## src/rtl/stream_demux_pkg.sv

```systemverilog
// Shared definitions for the stream demultiplexer: mode encodings, counter
// width, channel-buffer state encoding and the select-width helper.
package stream_demux_pkg;

    typedef enum logic {
        MODE_ADDR = 1'b0,
        MODE_AUTO = 1'b1
    } mode_e;

    typedef enum logic {
        SLOT_EMPTY = 1'b0,
        SLOT_FULL  = 1'b1
    } slot_state_e;

    localparam int DROP_W = 8;

    // Ceiling log2 with a floor of one bit, so a 2-channel build still has a select.
    function automatic int sel_width(input int n);
        int w;
        w = 1;
        while ((1 << w) < n) begin
            w = w + 1;
        end
        return w;
    endfunction

endpackage

```

## src/rtl/demux_slot.sv

```systemverilog
// One-entry channel buffer: holds a single word from load until it is drained
// or flushed; data reads as zero whenever the buffer is empty.
module demux_slot
    import stream_demux_pkg::*;
#(
    parameter int WIDTH = 8
) (
    input  logic             clk,
    input  logic             rst_n,
    input  logic             load,
    input  logic [WIDTH-1:0] data_in,
    input  logic             out_ready,
    input  logic             flush,
    output logic             out_valid,
    output logic [WIDTH-1:0] out_data,
    output slot_state_e      state
);

    slot_state_e      state_d;
    logic [WIDTH-1:0] data_q;

    always_ff @(posedge clk or negedge rst_n) begin
        if (!rst_n) begin
            state <= SLOT_EMPTY;
        end else begin
            state <= state_d;
        end
    end

    always_comb begin
        state_d = state;
        case (state)
            SLOT_EMPTY: if (load) state_d = SLOT_FULL;
            SLOT_FULL:  if (out_ready && !load) state_d = SLOT_EMPTY;
            default:    state_d = SLOT_EMPTY;
        endcase
        if (flush) begin
            state_d = SLOT_EMPTY;
        end
    end

    // Clearing the word on drain keeps out_data at zero while empty, straight from a flop.
    always_ff @(posedge clk or negedge rst_n) begin
        if (!rst_n) begin
            data_q <= '0;
        end else if (flush) begin
            data_q <= '0;
        end else if (load) begin
            data_q <= data_in;
        end else if (state == SLOT_FULL && out_ready) begin
            data_q <= '0;
        end
    end

    assign out_valid = (state == SLOT_FULL);
    assign out_data  = data_q;

endmodule

```

## src/rtl/stream_demux.sv

```systemverilog
// Registered 1-to-CH stream demultiplexer: routes each accepted word to one
// channel buffer chosen by in_sel (addressed) or by a rotating pointer (auto).
module stream_demux
    import stream_demux_pkg::*;
#(
    parameter  int WIDTH = 8,
    parameter  int CH    = 4,
    localparam int SEL_W = sel_width(CH)
) (
    input  logic                clk,
    input  logic                rst_n,
    input  logic                mode,
    input  logic                flush,
    input  logic                in_valid,
    output logic                in_ready,
    input  logic [WIDTH-1:0]    in_data,
    input  logic [SEL_W-1:0]    in_sel,
    output logic [CH-1:0]       out_valid,
    input  logic [CH-1:0]       out_ready,
    output logic [CH*WIDTH-1:0] out_data,
    output logic [SEL_W-1:0]    rr_ptr,
    output logic [DROP_W-1:0]   drop_cnt
);

    localparam logic [SEL_W:0]   CH_LIMIT = (SEL_W + 1)'(CH);
    localparam logic [SEL_W-1:0] LAST_CH  = SEL_W'(CH - 1);

    slot_state_e      slot_state [CH];
    logic [SEL_W-1:0] target;
    logic             auto_mode;
    logic             sel_invalid;
    logic             target_busy;
    logic             accept;
    logic [CH-1:0]    load;

    assign auto_mode   = (mode_e'(mode) == MODE_AUTO);
    assign target      = auto_mode ? rr_ptr : in_sel;
    assign sel_invalid = !auto_mode && ({1'b0, in_sel} >= CH_LIMIT);

    // A full buffer can still take a word when it drains on the same edge.
    always_comb begin
        target_busy = 1'b0;
        for (int k = 0; k < CH; k++) begin
            if (target == SEL_W'(k)) begin
                target_busy = (slot_state[k] == SLOT_FULL) && !out_ready[k];
            end
        end
    end

    // Handshake: a word moves on any edge where in_valid and in_ready are both
    // high; in_ready never looks at in_valid, and a channel word moves on
    // out_valid[k] & out_ready[k]. Invalid selects are accepted and discarded.
    assign in_ready = rst_n && !flush && (sel_invalid || !target_busy);
    assign accept   = in_valid && in_ready;

    always_comb begin
        load = '0;
        for (int k = 0; k < CH; k++) begin
            load[k] = accept && !sel_invalid && (target == SEL_W'(k));
        end
    end

    for (genvar k = 0; k < CH; k++) begin : g_slot
        demux_slot #(
            .WIDTH(WIDTH)
        ) u_slot (
            .clk      (clk),
            .rst_n    (rst_n),
            .load     (load[k]),
            .data_in  (in_data),
            .out_ready(out_ready[k]),
            .flush    (flush),
            .out_valid(out_valid[k]),
            .out_data (out_data[k*WIDTH +: WIDTH]),
            .state    (slot_state[k])
        );
    end

    // The pointer only moves on auto-mode accepts and survives mode switches.
    always_ff @(posedge clk or negedge rst_n) begin
        if (!rst_n) begin
            rr_ptr <= '0;
        end else if (flush) begin
            rr_ptr <= '0;
        end else if (accept && auto_mode) begin
            rr_ptr <= (rr_ptr == LAST_CH) ? '0 : rr_ptr + 1'b1;
        end
    end

    always_ff @(posedge clk or negedge rst_n) begin
        if (!rst_n) begin
            drop_cnt <= '0;
        end else if (accept && sel_invalid && (drop_cnt != {DROP_W{1'b1}})) begin
            drop_cnt <= drop_cnt + 1'b1;
        end
    end

endmodule
```

## config.mk

```make
export PLATFORM = sky130hd
export DESIGN_NAME = stream_demux
export DESIGN_NICKNAME = d
export VERILOG_FILES = /design/src/rtl/stream_demux_pkg.sv /design/src/rtl/demux_slot.sv /design/src/rtl/stream_demux.sv
export SDC_FILE = /design/constraint.sdc
export NUM_CORES = 1
export LEC_CHECK = 0
export CORE_MARGIN = 2
export CORE_UTILIZATION = 46
export CTS_CLUSTER_DIAMETER = 50
export DETAILED_ROUTE_END_ITERATION = 12
export GPL_TIMING_DRIVEN = 0
export PLACE_DENSITY_LB_ADDON = 0.3
export SETUP_SLACK_MARGIN = 0.5
export SYNTH_ARGS = -nofsm -noshare
export SYNTH_HDL_FRONTEND = slang
export SYNTH_HIERARCHICAL = 1
export SYNTH_SLANG_ARGS = --single-unit
```

## constraint.sdc

```tcl
create_clock -name clk -period 2.2 [get_ports clk]
set_input_delay 0.55 -clock clk [delete_from_list [all_inputs] [get_ports clk]]
set_output_delay 0.55 -clock clk [all_outputs]
set_load 0.02 [all_outputs]
```

======== Word-level counts from Yosys, hierarchy flattened ========
Index checks and enable logic that the tools add are counted.
storage, ports and cells
  register bits after elaboration ......... 38
  bits of input ports ..................... 19
  output and inout port bits .............. 47
  word-level logic and storage cells ...... 90
cells by class
  add/subtract/negate cells ............... 1
  eq/ne operators ......................... 4
  mux-type cells .......................... 36
  bitwise operators ....................... 4
  reductions and logical operators ........ 36
operators with widths
  cell                                                             count
  8-bit two-way mux                                                12
  1-bit logical AND                                                20
  1-bit two-way mux                                                16
  3-bit nonzero test                                               4
  1-bit zero test                                                  10
  2-bit two-way mux                                                4
  1-bit one-hot mux with 2 select lines                            4
  2-bit == test, second input constant                             3
  1-bit NOT                                                        4
  2-bit by 1-bit adder with 2-bit output, second input constant    1
  2-bit by 1-bit == test with 1-bit output, second input constant  1
  2-bit zero test                                                  1
  2-bit nonzero test                                               1

======== Logic depth before layout (Yosys ltp) ========
  depth after elaboration ................. 15
  depth in mapped cells ................... 8

======== Modules after synthesis ========
The synthesis kept the hierarchy.
modules (own cells, without submodules)
  module        times used  cells an instance  area each (um2)  sequential area each (um2)
  demux_slot    4           40                 440.4            225.2
  stream_demux  1           37                 320.3            50.0

======== Worst setup path before layout ========
Ideal clock, no wire load.
  path kind ............................... input-to-output
  from .................................... input port mode
  to ...................................... output port in_ready
  arrival time ............................ 1823 ps
  required time ........................... 1650 ps
  slack ................................... -173 ps
  stages .................................. 5
  path through ............................ buf_6 -> mux2_4 -> mux2i_2 -> mux2i_1 -> nor3b_1
on the way
  cells in the longest elaborated chain, start to end .. 8
  elaborated cells on any way between the ends .. 11
  classes of those cells .................. 3 x eq/ne; 5 x mux; 3 x reduce/logical
RTL lines
  element                         RTL line            text
  start, declared                 stream_demux.sv:12  input logic mode,
  2-bit two-way mux *             stream_demux.sv:37  assign target = auto_mode ? rr_ptr : in_sel;
  2-bit zero test                 stream_demux.sv:44  if (target == SEL_W'(k)) begin
  1-bit two-way mux (3 in a row)  stream_demux.sv:44
  1-bit two-way mux *             stream_demux.sv:44
  1-bit zero test *               stream_demux.sv:53  assign in_ready = rst_n && !flush && (sel_invalid || !target_busy);
  1-bit logical AND *             stream_demux.sv:53
  end, declared                   stream_demux.sv:15  output logic in_ready,
Every way passes the cells marked *; elsewhere a longest branch is shown, timed or not.

======== Worst setup path in the final report ========
Same ends and word-level chain as after synthesis.

==> results.toml <==
[floorplan]
die_width_um = 71.28
start_util_pct = 47.82
num_io_pins = 66
die_footprint_sq_um = 5080
y_dimension_of_the_die_um = 71.28
fp-row-count = 24
placeableCoreArea_sq_um = 4354

[placed_design]
place_congestion = 0.7364
postPlaceCellArea_sq_um = 2823
io_buffers = 56
dp_slack_ps = -873.2
place_hpwl_um = 3602

[clock_network]
clock_latency_ps = 290
cts_tree = "yes"
h-tree-depth = 2
clk_transition_reported_paths_ps = 80
numCtsBuffers = 5
cts_root_buffer = "sky130_fd_sc_hd__clkbuf_8"
ctsHoldBuffers = 0
cts.sinks = 38
clock_path_buffers = 2

[setup_path]
crit_arrival_ps = 1660
ff2ff_setup_slack_ps = 330
worst-path-max-fanout = 3
worst-setup-path-type = "in2out"
crit_path_launch_type = "primary input"
critical_path_required_ps = 1650
crit_slowest_cell = "sky130_fd_sc_hd__mux2_4"
r2r_cells = 9
worstSetupEndpointType = "output port"
cpPeakStageDelay_ps = 330
timing.critical_path.cells = "buf_8 > mux2_4 > mux2i_4 > mux2i_1 > nor3b_2 > buf_4"

[finish]
fillCellCount = 331
post_route_cell_area_sq_um = 3092
num_antenna_cells = 0
post_route_cells_drive_above_1_share_pct = 42.01
layout.nets = 306
layout-area-overhead-vs-synth_pct = 48.50

[timing]
timing_max_transition_violations_final = 0
worst_pin_slew_ps = 479.6
max_clock_freq_mhz = 453.0
final_critical_path_setup_slack_ps = -7.594
final_hold_viol_count = 0
period_share_pct = 100.3
sum_neg_setup_slack_ps = -7.594
finClkSkew_ps = 5.704
layout_min_cycle_time_ps = 2208
rsz_0062_raised_after_global_routing = "true"
slew_headroom_pct = 67.11
report.final.setup_viol = 1

[route]
detail_route.wl_per_cell_um = 16.50
drt-vias-per-instance = 5.126
post_detailed_routing_wire_length_um = 5610
via_count = 1743
detail_route.iter0.violations = 118
post-route-drc-count = 0
antenna_violating_nets_post_route = 0
drtPass1Iterations = 4

[global_route]
grt_pass1_wl_um = 9315
grt_max_degree = 24
grt_pass1_vias = 1800
groute.usage.overall_pct = 24.24
antenna_found_initial = 0
grt-ovfl-total = 0

[power_and_ir_drop]
p_switching_uw = 380.0
clock_power_share_pct = 34.9
cellInternalPower_uw = 1052
vdd_ir_drop_max_mv = 0.3784
power_switching_share_pct = 26.53
total_leakage_power_uw = 0.001442
power_per_cell_area_nw_per_um2 = 463.3
combinationalPowerShare_pct = 15.3
power.sequential.fraction_pct = 49.8

[status]
status = "complete, but fails checks"
violations = "negative setup slack"

[synth]
syn-instance-count = 197
synth.distinct_cells = 24
yosys_warnings = 6
post_synth_instance_area_sq_um = 2082
synth_register_bits = 38
synth_seq_area_share_pct = 45.67
synth_area_per_cell_sq_um = 10.57

[worst_hold_path]
worst_min_delay_path_class = "in2async"

[run]
number_of_max_cap_violations = 0
## per-stage QoR
stage / total power (uW) / hold slack (ps) / instances / util (%)
CTS: 1436 / 88.67 / 337 / 70.34
detailed placement: 931.9 / 530.8 / 313 / 64.83
finish: 1432 / 81.64 / 340 / 71.01
floorplan: 829.7 / 254.4 / 204 / -
global route: 1486 / 83.29 / 340 / 71.01
global placement: 925.2 / 530.9 / 312 / 64.31
## worst max-delay path, delay by kind of cell
kind / cells / cell delay (ps)
buffers and inverters: 2 / 270
multiplexers: 3 / 650
AND/OR/NAND/NOR: 1 / 190
## timing repair
action	4_1_cts	5_1_grt
resized for setup	79	6
cloned	4	0
setup endpoints to repair	77	39
setup buffers	12	3
pin swaps	10	8
## kinds of logic (layout without fill, tap and decap cells)
group | count (synthesis) | in the layout | share of synthesized area, %
compound gates | 37 | 37 | 14.66
buf+inv | 25 | 109 | 8.714
flops | 38 | 38 | 45.67
mux | 8 | 8 | 4.507
other cells | 1 | 8 | 0.1801
simple gates | 88 | 88 | 26.26
## registers in the layout, summed over array words and instances, names as in the netlist
name,cells
g_slot.u_slot/out_valid,4
g_slot.u_slot/out_data,32
rr_ptr,2
## routing by layer
metal	up-vias	track usage (%)	part of all wire, %
met1	843	32.77	44
met4	0	7.338	1.7
met5	-	0	0
li1	840	-	-
met3	8	4.360	5.2
met2	52	40.12	49
## synthesized netlist by cell type, drive strengths merged
cell type,count,area (sq um)
buf,17,146.4
nand3b,32,290.3
nand2b,1,6.260
and4,1,11.26
inv,4,15.01
nor4,1,6.260
mux2i,6,67.57
clkbuf,4,20.02
nand2,38,152.6
nor2b,4,25.02
nor2,5,18.77
a21oi,37,305.3
nor3b,1,7.510
conb,1,3.750
mux2,2,26.27
nor3,4,20.02
dfrtp,38,950.9
and3b,1,8.760
## path summary, 6_finish.rpt
check / start / end
worst max-delay path: mode / in_ready
worst min-delay path: rst_n / g_slot[0].u_slot/out_data[5]
worst max register to register: rr_ptr[1] / g_slot[3].u_slot/out_data[1]
worst min register to register: g_slot[1].u_slot/out_data[0] / g_slot[1].u_slot/out_data[0]
max in group asynchronous: rst_n / g_slot[2].u_slot/out_data[7]
min in group clk: g_slot[1].u_slot/out_data[0] / g_slot[1].u_slot/out_data[0]
## layout make-up
type	instances	area, sq um	area share (%)
Buffer	21	170.2	5.504
Clock buffer	7	86.33	2.792
Sequential cell	38	950.9	30.76
Multi-Input combinational cell	141	1097	35.49
Clock inverter	1	5.005	0.1619
Inverter	4	15.01	0.4856
Tap cell	52	65.06	2.104
Timing Repair Buffer	76	701.9	22.70
## cell usage in the layout (no fill, tap or decap), drive strengths merged
| cell type | count |
|---|---|
| nand2 | 38 |
| clkbuf | 12 |
| clkinv | 1 |
| and3b | 1 |
| clkdlybuf4s50 | 9 |
| nand3b | 32 |
| mux2 | 2 |
| nor2b | 4 |
| mux2i | 6 |
| nor2 | 5 |
| buf | 40 |
| nor3b | 1 |
| and4 | 1 |
| conb | 8 |
| dfrtp | 38 |
| nor3 | 4 |
| inv | 4 |
| a21oi | 37 |
| nor4 | 1 |
| nand2b | 1 |
| clkdlybuf4s15 | 2 |
| dlygate4sd2 | 41 |
## power groups by stage
stage / combinational [uW] / clock, uW / sequential (uW)
global route: 235 / 537 / 714
floorplan: 92.5 / 0 / 737
finish: 219 / 500 / 713
global placement: 198 / 0 / 727
detailed placement: 205 / 0 / 727
CTS: 216 / 508 / 713
Power figures use the tool's default switching activity.
